$ cat src/rtl/g_reg_scoreboard.sv
// General-register file with a per-register pending-write scoreboard.
// Decode reads operands and reserves destinations. Execute writes results back.
// Each register keeps a small counter of outstanding writes, so back-to-back
// writers to one destination can be in flight at the same time.
// Optional build macro: VENUS_REG_BYPASS_EN adds same-cycle write-back
// forwarding onto the read ports.
module g_reg_scoreboard #(
    parameter int W_OPR   = 32,
    parameter int N_REG   = 16,
    parameter int W_RD    = 4,
    parameter int W_CNT   = 2,
    parameter int ZERO_R0 = 0
) (
    input  logic             clk,
    input  logic             reset,
    input  logic [W_RD-1:0]  r0_i,
    input  logic [W_RD-1:0]  r1_i,
    output logic [W_OPR-1:0] r_opr0_o,
    output logic [W_OPR-1:0] r_opr1_o,
    input  logic             w_reserve_i,
    input  logic [W_RD-1:0]  w_reserve_r_i,
    output logic             reserved_o,
    input  logic             wb_i,
    input  logic [W_RD-1:0]  wb_r_i,
    input  logic [W_OPR-1:0] result_i,
    input  logic             flush_i,
    output logic [N_REG-1:0] busy_o,
    output logic             err_o
);

    // Reservation handshake: w_reserve_i acts as valid and !reserved_o acts as
    // ready. A reservation is taken only at a posedge where both are true and
    // no flush is present. Decode must hold the request while reserved_o is high.

    localparam logic [W_CNT-1:0] CNT_MAX = '1;
    localparam logic [W_CNT-1:0] CNT_ONE = 1;

    logic [W_OPR-1:0] regs_q [N_REG];
    logic [W_CNT-1:0] cnt_q  [N_REG];
    logic [W_CNT-1:0] cnt_d  [N_REG];
    logic             err_q, err_d;

    logic byp0, byp1;
    logic haz0, haz1, haz_w;
    logic res_accept, wb_take;

    // r0 is hardwired to zero only when ZERO_R0 is set.
    function automatic logic exempt(input logic [W_RD-1:0] idx);
        return (ZERO_R0 != 0) && (idx == '0);
    endfunction

    // Forwarding. When the write in flight is the only outstanding one, the
    // operand can take result_i directly.
    always_comb begin
        byp0 = 1'b0;
        byp1 = 1'b0;
`ifdef VENUS_REG_BYPASS_EN
        byp0 = wb_i && !exempt(wb_r_i) && (wb_r_i == r0_i) && (cnt_q[r0_i] == CNT_ONE);
        byp1 = wb_i && !exempt(wb_r_i) && (wb_r_i == r1_i) && (cnt_q[r1_i] == CNT_ONE);
`endif
    end

    // Hazard detection and operand read mux.
    always_comb begin
        haz0       = !exempt(r0_i) && (cnt_q[r0_i] != '0) && !byp0;
        haz1       = !exempt(r1_i) && (cnt_q[r1_i] != '0) && !byp1;
        haz_w      = w_reserve_i && !exempt(w_reserve_r_i) && (cnt_q[w_reserve_r_i] == CNT_MAX);
        reserved_o = haz0 || haz1 || haz_w;
        res_accept = w_reserve_i && !reserved_o && !flush_i && !exempt(w_reserve_r_i);
        wb_take    = wb_i && !exempt(wb_r_i);

        r_opr0_o = regs_q[r0_i];
        if (exempt(r0_i)) r_opr0_o = '0;
        else if (byp0)    r_opr0_o = result_i;

        r_opr1_o = regs_q[r1_i];
        if (exempt(r1_i)) r_opr1_o = '0;
        else if (byp1)    r_opr1_o = result_i;
    end

    // Next counter values. Flush wins over all other updates. A same-cycle
    // reserve and write-back to the same register cancel each other out.
    always_comb begin
        err_d = err_q;
        if (wb_take && (cnt_q[wb_r_i] == '0)) err_d = 1'b1;
        for (int k = 0; k < N_REG; k++) begin
            cnt_d[k] = cnt_q[k];
            if (flush_i) begin
                cnt_d[k] = '0;
            end else if ((res_accept && (w_reserve_r_i == W_RD'(k))) &&
                         !(wb_take && (wb_r_i == W_RD'(k)) && (cnt_q[k] != '0))) begin
                cnt_d[k] = cnt_q[k] + CNT_ONE;
            end else if (!(res_accept && (w_reserve_r_i == W_RD'(k))) &&
                         (wb_take && (wb_r_i == W_RD'(k)) && (cnt_q[k] != '0))) begin
                cnt_d[k] = cnt_q[k] - CNT_ONE;
            end
        end
    end

    // Busy vector: one bit per register with outstanding writes.
    always_comb begin
        busy_o = '0;
        for (int k = 0; k < N_REG; k++) busy_o[k] = (cnt_q[k] != '0);
    end

    assign err_o = err_q;

    // State registers: data, counters and the sticky error flag.
    always_ff @(posedge clk or negedge reset) begin
        if (!reset) begin
            for (int k = 0; k < N_REG; k++) begin
                regs_q[k] <= '0;
                cnt_q[k]  <= '0;
            end
            err_q <= 1'b0;
        end else begin
            for (int k = 0; k < N_REG; k++) cnt_q[k] <= cnt_d[k];
            err_q <= err_d;
            if (wb_take) regs_q[wb_r_i] <= result_i;
        end
    end

endmodule
$ cat config.mk
export PLATFORM = sky130hd
export DESIGN_NAME = g_reg_scoreboard
export DESIGN_NICKNAME = d
export VERILOG_FILES = /design/src/rtl/g_reg_scoreboard.sv
export SDC_FILE = /design/constraint.sdc
export NUM_CORES = 1
export LEC_CHECK = 0
export ABC_AREA = 0
export CAP_MARGIN = 20
export CORE_UTILIZATION = 45
export DETAILED_ROUTE_END_ITERATION = 8
export HOLD_SLACK_MARGIN = 0.08
export SLEW_MARGIN = 20
export SYNTH_ARGS = -nofsm -noshare
export SYNTH_HDL_FRONTEND = slang
export SYNTH_SLANG_ARGS = --single-unit
$ cat constraint.sdc
create_clock -name clk -period 2.9 [get_ports clk]
set_input_delay 0.29 -clock clk [delete_from_list [all_inputs] [get_ports clk]]
set_output_delay 0.29 -clock clk [all_outputs]
set_load 0.005 [all_outputs]
==> Yosys cells after proc, flatten, opt, wreduce, memory -nomap -nowiden <==
Index checks and enable logic that the tools add are counted.
{ "word_totals": {"register_bits": 545, "latch_bits": 0, "mem_bits_rw": 0, "rom_bits": 0, "input_bits": 53, "out_inout_bits": 82, "word_cells": 332, "n_memories": 0} }
{ "op_classes": {"add_sub_neg": 32, "n_mul": 0, "div": 0, "magnitude_cmp": 5, "n_eq_ne": 31, "shifts": 0, "n_mux": 69, "bitwise_logic": 4, "reduce_logical": 158} }
{ "ops": {"columns": ["cell", "n"], "rows": [
  ["$bwmux W512", 1],
  ["$bmux W32 S4", 2],
  ["$mux W32", 5],
  ["$demux W32 S4", 1],
  ["$mux W2", 56],
  ["$logic_and A1 B1 Y1", 85],
  ["$eq A4 B4 Y1 const B", 16],
  ["$reduce_bool A3 Y1", 16],
  ["$reduce_bool A2 Y1", 18],
  ["$logic_not A1 Y1", 34],
  ["$add A2 B1 Y2 const B", 16],
  ["$bmux W2 S4", 4],
  ["$eq A4 B3 Y1 const B", 8],
  ["$sub A2 B1 Y2 const B", 16],
  ["$ge A5 B5 Y1 const B", 4],
  ["$not A4 Y5", 4],
  ["$eq A4 B2 Y1 const B", 4],
  ["$eq A4 B1 Y1 const B", 2],
  ["$logic_not A4 Y1", 2],
  ["$lt A5 B1 Y1 const B", 1],
  ["$eq A2 B2 Y1 const B", 1],
  ["$logic_not A2 Y1", 1],
  ["$logic_or A1 B1 Y1", 2]
]} }

==> Logic depth before layout (Yosys ltp) <==
Gate-level depths: netlist of the first run.
{ "depth": {"word_depth": 16, "ltp_mapped": 11, "ltp_nobuf": 7} }

==> Worst setup path before layout of the first run <==
No wires, ideal clock.
{ "synth_path": {"path_type": "in2out", "from": "input port r1_i[0]", "to": "output port r_opr1_o[11]", "t_arrival_ns": 2.286, "required_time_ns": 2.610, "path_slack_ns": 0.324, "stages": 5, "path_buffers": 3, "path_cell_list": "buf_4 > buf_2 > buf_1 > mux4_2 > mux4_2"} }
{ "synth_between": {"elab_chain_len": 4} }
{ "synth_lines": {"columns": ["item", "line", "rtl"], "rows": [
  ["start, declared", "17", "input logic [W_RD-1:0] r1_i,"],
  ["$not A4 Y5 (not written as such)", "76", "r_opr1_o = regs_q[r1_i];"],
  ["$bmux W32 S4", "76", null],
  ["$mux W32 (not written as such) (2 in series)", "76", null],
  ["end, declared", "19", "output logic [W_OPR-1:0] r_opr1_o,"]
]} }
No other way between the ends. The select of a mux whose other input is x is not followed.

==> Final worst setup path of the first run <==
{ "layout_path": {"from": "register regs_q[257] (netlist bit)", "to": "output port r_opr0_o[1]"} }
{ "layout_between": {"elab_chain_len": 3} }
{ "layout_lines": {"columns": ["item", "line", "rtl"], "rows": [
  ["start, declared", "38", "logic [W_OPR-1:0] regs_q [N_REG];"],
  ["start signal, assigned by index", "119", "if (wb_take) regs_q[wb_r_i] <= result_i;"],
  ["$bmux W32 S4", "72", "r_opr0_o = regs_q[r0_i];"],
  ["$mux W32 (not written as such) (2 in series)", "72", null],
  ["end, declared", "18", "output logic [W_OPR-1:0] r_opr0_o,"]
]} }
No other way between the ends. The select of a mux whose other input is x is not followed.

==> summary.md, run 1 <==
| Metric | Value |
|---|---|
| Hold Fails Final Rpt | 0 |
| Setup TNS | 0 ps |
| Drt initial violations | 1,539 |
| Critical Path Sink Type | output port |
| Area of placed instances | 0.0327 sq mm |
| WL final | 86,300 um |
| Dominant synthesized flop cell | dfrtp_1 |
| Kind of critical path | flop to output port |
| GRT Util Overall | 26.4% |
| Slew headroom | 44.4% |
| Slew Limit Fails | 0 |
| Setup Viol. Count Final | 0 |
| Total gr overflow | 0 |
| Initial antenna violation count | 2 |
| Largest net degree at the start of global routing | 115 |
| CP startpoint kind | flop |
| Hold Path Class | input port to async pin |
| Status | finished, final reports clean |
| Leak Pwr | 14.8 nW |
| I/O pins | 135 |
| Maximum VDD drop | 0.548 mV |
| PortBufs | 134 |
| Yosys top cell area share | 46.0% |
| Setup Slack @ Placement | -196 ps |
| ANT nets after route | 0 |
| Cell area after layout | 0.0348 sq mm |
| Placer congestion estimate | 0.904 |
| Total die area | 0.0669 sq mm |
| Area taken by multi-input logic gates | 0.0152 sq mm |
| Biggest area consumer among synthesized cells | dfrtp_1 |
| Vias per inst | 6.24 |
| # rows | 93 |
| Syn_nets | 2,216 |
| Clock Skews | 11.7 ps |
| CP required | 2610 ps |
| Synth area leaders | dfrtp_1 (46%), mux4_2 (25%), mux2_2 (15%), nand2_1 (5.3%), clkbuf_1 (1.5%) |
| Most common cell in the netlist | dfrtp_1 |
| Fmax | 353 MHz |
| Core Util, Final | 53.6% |
| Via Count | 19,900 |
| R2r setup slk | 260 ps |
| Post-synthesis async set-or-reset flop share | 100% |
| Worst-path maximum fanout | 3 |
| TritonRoute pass-1 iters | 5 |
| Share of cells above drive strength 1 | 42.8% |
| Total power divided by cell area | 687 mW/mm^2 |
| Total CTS buffers | 59 |
| Max clock buf depth | 3 |
| Slew @ Worst Pin | 833 ps |
| EDFF count, synth | 0 |
| Fin cells | 3,183 |
| H-tree depth | 2 |
| Total power | 23.9 mW |
| Core area | 0.0648 sq mm |
| Skew-Pair Late Insertion Delay | 620 ps |
| Nets | 2,334 |
| Seq. cell area | 0.0136 sq mm |
| Register area share after synthesis | 46.0% |
| # fillers | 5,255 |
| Placed Cells incl. Taps | 3,071 |
| Tmin final | 2830 ps |
| Final worst slack | 69.5 ps |
| Seq cells post-synth | 545 |
| Mean area per synthesized cell | 13.7 sq um |
| Final Cycle Share | 97.6% |
| Mapped cell area | 0.0296 sq mm |
| CTS tree | built |
| Chip height | 259 um |
| Placed wire-length estimate | 52,200 um |
| Hold_ws | 312 ps |
| CTS Sinks | 545 |
| Post-Synthesis Cells | 2,163 |
| Synth unique cells | 59 |
| Root Buffer | clkbuf_16 |
| Initial Util | 45.7% |
| DRC viols | 0 |
| Area grow syn2layout | 17.3% |
| Width of the die | 259 um |
| First-pass GRT wire length | 133,000 um |
| Clock-pin slew on the worst setup and hold paths | 60 ps |
| Synthesis Warnings | 0 |
| Crit path DAT | 2540 ps |
| Synth top cells by count | dfrtp_1 (545), nand2_1 (415), mux2_2 (393), mux4_2 (330), clkbuf_1 (122) |
| RSZ-0062 raised after global routing | no |
| Vias in the first global route | 20,900 |
| Routed length per placed instance | 27.1 um |
| Max Cap Violations | 0 |
[report_power, final]
part	switching [mW]	leakage, nW	internal (mW)	total, mW
combinational	2.00	6.96	3.58	5.58
clock	3.17	1.01	4.72	7.89
sequential	1.16	6.78	9.23	10.4
[state kept, by name (all words and copies together), names as in the netlist]
| register | count |
|---|---|
| err_o | 1 |
| regs_q | 512 |
| cnt_q | 32 |
[per-layer routing]
| metal | GRT usage (%) | vias to the layer above | wire length, um |
|---|---|---|---|
| li1 | - | 8321 | - |
| met4 | 8.83 | 4 | 2650 |
| met2 | 44.0 | 624 | 43400 |
| met5 | 0 | - | 26 |
| met1 | 36.0 | 10700 | 36000 |
| met3 | 3.48 | 169 | 4240 |
[placed cells by master, fill, tap and decap left out, types with 22 or more instances in the layout]
master           netlist  final
dfrtp_1              545    541
nand2_1              415    410
mux2_2               393    393
mux4_2               330    330
clkdlybuf4s50_1        0    125
buf_4                  6     75
clkbuf_16              0     61
buf_12                 1     40
nor2_1                53     39
inv_1                 27     26
a21oi_1               22     22
[cell families (layout without fill, tap and decap cells)]
kind of cell	after synthesis	in the layout	synth area share (%)
other	0	1	0
AND/OR/NAND/NOR	580	580	8.39
multiplexers	726	726	40.2
AO/OA/AOI/OAI	92	92	2.22
buffers and inverters	220	384	3.14
flip-flops	545	545	46.0
[repair_timing]
| item | in CTS | in global routing |
|---|---|---|
| setup endpoints to repair | 1 | 1 |
| hold buffers | 2 | 0 |
| hold endpoints to repair | 448 | 0 |
| resized for setup | 15 | 5 |
| buffers inserted | 2 | 0 |
| pin swaps | 4 | 1 |
| gates cloned | 0 | 0 |
[area by class of cell]
type / instances / area share, %
antenna: 1 / 0.00720
clock buffer: 87 / 5.08
clock inverter: 20 / 0.770
inverter: 27 / 0.292
multi-input combinational: 1398 / 43.7
sequential: 545 / 39.2
tap: 855 / 3.08
timing repair buffer: 250 / 7.82
[critical path: stages, from the launching register on]
cell             delay [ps]
dfrtp_1                 400
mux4_2                  480
mux4_2                  560
clkdlybuf4s50_1         480
[path summary, 6_finish.rpt]
check / start / endpoint / cells after the start
max: regs_q[257] / r_opr0_o[1] / 3
min: reset / regs_q[43] / 3
max reg2reg: cnt_q[4] / cnt_q[12] / 8
min reg2reg: err_o / err_o / 1
max in group asynchronous: reset / regs_q[232] / 3
min in group clk: err_o / err_o / 1
(Power assumes the default switching activity.)
==> run 2, diff against run 1 <==
--- a/config.mk
+++ b/config.mk
@@ -7,6 +7,7 @@
 export LEC_CHECK = 0
 export ABC_AREA = 0
 export CAP_MARGIN = 20
+export CORE_ASPECT_RATIO = 2
 export CORE_UTILIZATION = 45
 export DETAILED_ROUTE_END_ITERATION = 8
 export HOLD_SLACK_MARGIN = 0.08
==> run 2 against run 1 <==
  * Sequential power is essentially flat
  * Clock power shrank 10%
  * Hold slack lost 120 ps
  * Cell count grew 0.47%
  * Total power shrank 3.0%
  * Largest power group unchanged
==> summary.md, run 2 (synthesized netlist as in run 1, its figures left out) <==
| Metric | Value |
|---|---|
| Kind of critical path | flop to output port |
| Number of flip-flops in the largest register | 512 |
| Width of the die | 183 um |
| ANT nets after route | 0 |
| Crit path DAT | 2540 ps |
| Vias in the first global route | 21,300 |
| Drt initial violations | 1,538 |
| Max Cap Violations | 0 |
| Setup Slack @ Placement | -69.0 ps |
| Slew Limit Fails | 0 |
| # rows | 132 |
| I/O pins | 135 |
| Via Count | 19,700 |
| Seq. cell area | 0.0136 sq mm |
| Nets | 2,340 |
| Hold Fails Final Rpt | 0 |
| First-pass GRT wire length | 136,000 um |
| Critical Path Sink Type | output port |
| Total gr overflow | 0 |
| Area grow syn2layout | 17.3% |
| Final worst slack | 66.8 ps |
| Clock-pin slew on the worst setup and hold paths | 60 ps |
| Met2 Resource Use GR | 48.4% |
| Slew @ Worst Pin | 657 ps |
| Total power divided by cell area | 666 mW/mm^2 |
| Skew-Pair Late Insertion Delay | 600 ps |
| Core area | 0.0649 sq mm |
| Hold Path Class | input port to async pin |
| Core Util, Final | 53.5% |
| Leak Pwr | 14.7 nW |
| CTS tree | built |
| GR Util met1 | 34.1% |
| Initial Util | 45.6% |
| Largest net degree at the start of global routing | 107 |
| Most crowded layer after global routing | met2 |
| Share of cells above drive strength 1 | 42.9% |
| Total die area | 0.0669 sq mm |
| Most frequent cells in the layout | dfrtp_1 (538), nand2_1 (410), mux2_2 (393) |
| PortBufs | 134 |
| Met3 Use GR | 4.11% |
| Clock Skews | 8.21 ps |
| DRC viols | 0 |
| TritonRoute pass-1 iters | 7 |
| Fmax | 353 MHz |
| Chip height | 365 um |
| Cell area after layout | 0.0348 sq mm |
| Total CTS buffers | 52 |
| CP startpoint kind | flop |
| RSZ-0062 raised after global routing | no |
| Largest reg by FF count | regs_q |
| Setup TNS | 0 ps |
| Root Buffer | clkbuf_16 |
| Maximum VDD drop | 0.487 mV |
| Worst-path maximum fanout | 3 |
| Tmin final | 2830 ps |
| Hold_ws | 196 ps |
| Vias per inst | 6.17 |
| GRT Util Overall | 27.5% |
| CTS Sinks | 545 |
| # fillers | 5,337 |
| Setup Viol. Count Final | 0 |
| WL final | 88,600 um |
| Status | finished, final reports clean |
| CP required | 2610 ps |
| Area taken by multi-input logic gates | 0.0152 sq mm |
| Placer congestion estimate | 0.852 |
| Commonest non-fill, non-tap cell in the layout | dfrtp_1 |
| Placed wire-length estimate | 54,900 um |
| Area of placed instances | 0.0329 sq mm |
| Final Cycle Share | 97.7% |
| H-tree depth | 2 |
| Routed length per placed instance | 27.7 um |
| Slew headroom | 56.2% |
| Initial antenna violation count | 5 |
| Max clock buf depth | 3 |
run 2: changes by cell type in the layout (fill, tap and decap cells not counted), moves of 2 or more:
cell	delta
clkinv_2	-4
o21ai_0	-2
clkbuf_16	-8
nor2_2	-4
buf_12	+11
nor2_4	+3
bufinv_16	-2
dfrtp_2	+3
buf_4	+2
dfrtp_1	-3
o21ai_1	+2
run 2: layout make-up:
type	count	share of cell area, %
diodes	2	0.0144
clock buffers	77	4.45
well taps	871	3.14
inverters	27	0.292
clock inverters	15	0.569
repair buffers	263	8.50
multi-input cells	1398	43.8
flip-flops and latches	545	39.3
run 2: path summary, 6_finish.rpt:
| path | to | slack [ps] | from | cells after the start |
|---|---|---|---|---|
| min | regs_q[176] | 200 | reset | 2 |
| min reg2reg | err_o | 470 | err_o | 1 |
| max reg2reg | cnt_q[8] | 260 | cnt_q[4] | 9 |
| max in group asynchronous | cnt_q[12] | 1660 | reset | 3 |
| min in group clk | err_o | 470 | err_o | 1 |
| max | r_opr0_o[18] | 70 | regs_q[18] | 3 |
run 2: what timing repair did:
item | in CTS | in global routing
hold buffers | 1 | 0
setup endpoints to repair | 1 | 1
endpoints found under the hold margin | 114 | 0
pin swaps | 5 | 2
buffers inserted | 5 | 2
gates resized for setup | 26 | 3
run 2: power by group:
part | total [mW] | switching (mW) | internal [mW] | leakage (nW)
registers | 10.4 | 1.19 | 9.23 | 6.78
logic | 5.64 | 2.04 | 3.60 | 7.08
clock network | 7.09 | 3.05 | 4.05 | 0.866
run 2: critical path, cell delays in order, from the launching register on:
cell             delay, ps
dfrtp_1                400
mux4_2                 500
mux4_2                 560
clkdlybuf4s50_1        480
run 2: through the flow:
| step | power, mW | cells |
|---|---|---|
| 4_1_cts | 23.4 | 3194 |
| 5_1_grt | 24.2 | 3196 |
| 2_1_floorplan | 14.0 | 2163 |
| 6_report | 23.2 | 3198 |
| 3_5_place_dp | 16.2 | 3096 |
| 3_3_place_gp | 15.9 | 3096 |
run 2: routing by layer:
metal | vias up | routed length [um]
li1 | 8325 | -
met2 | 671 | 46700
met5 | - | 57
met1 | 10600 | 34100
met4 | 8 | 3130
met3 | 165 | 4700
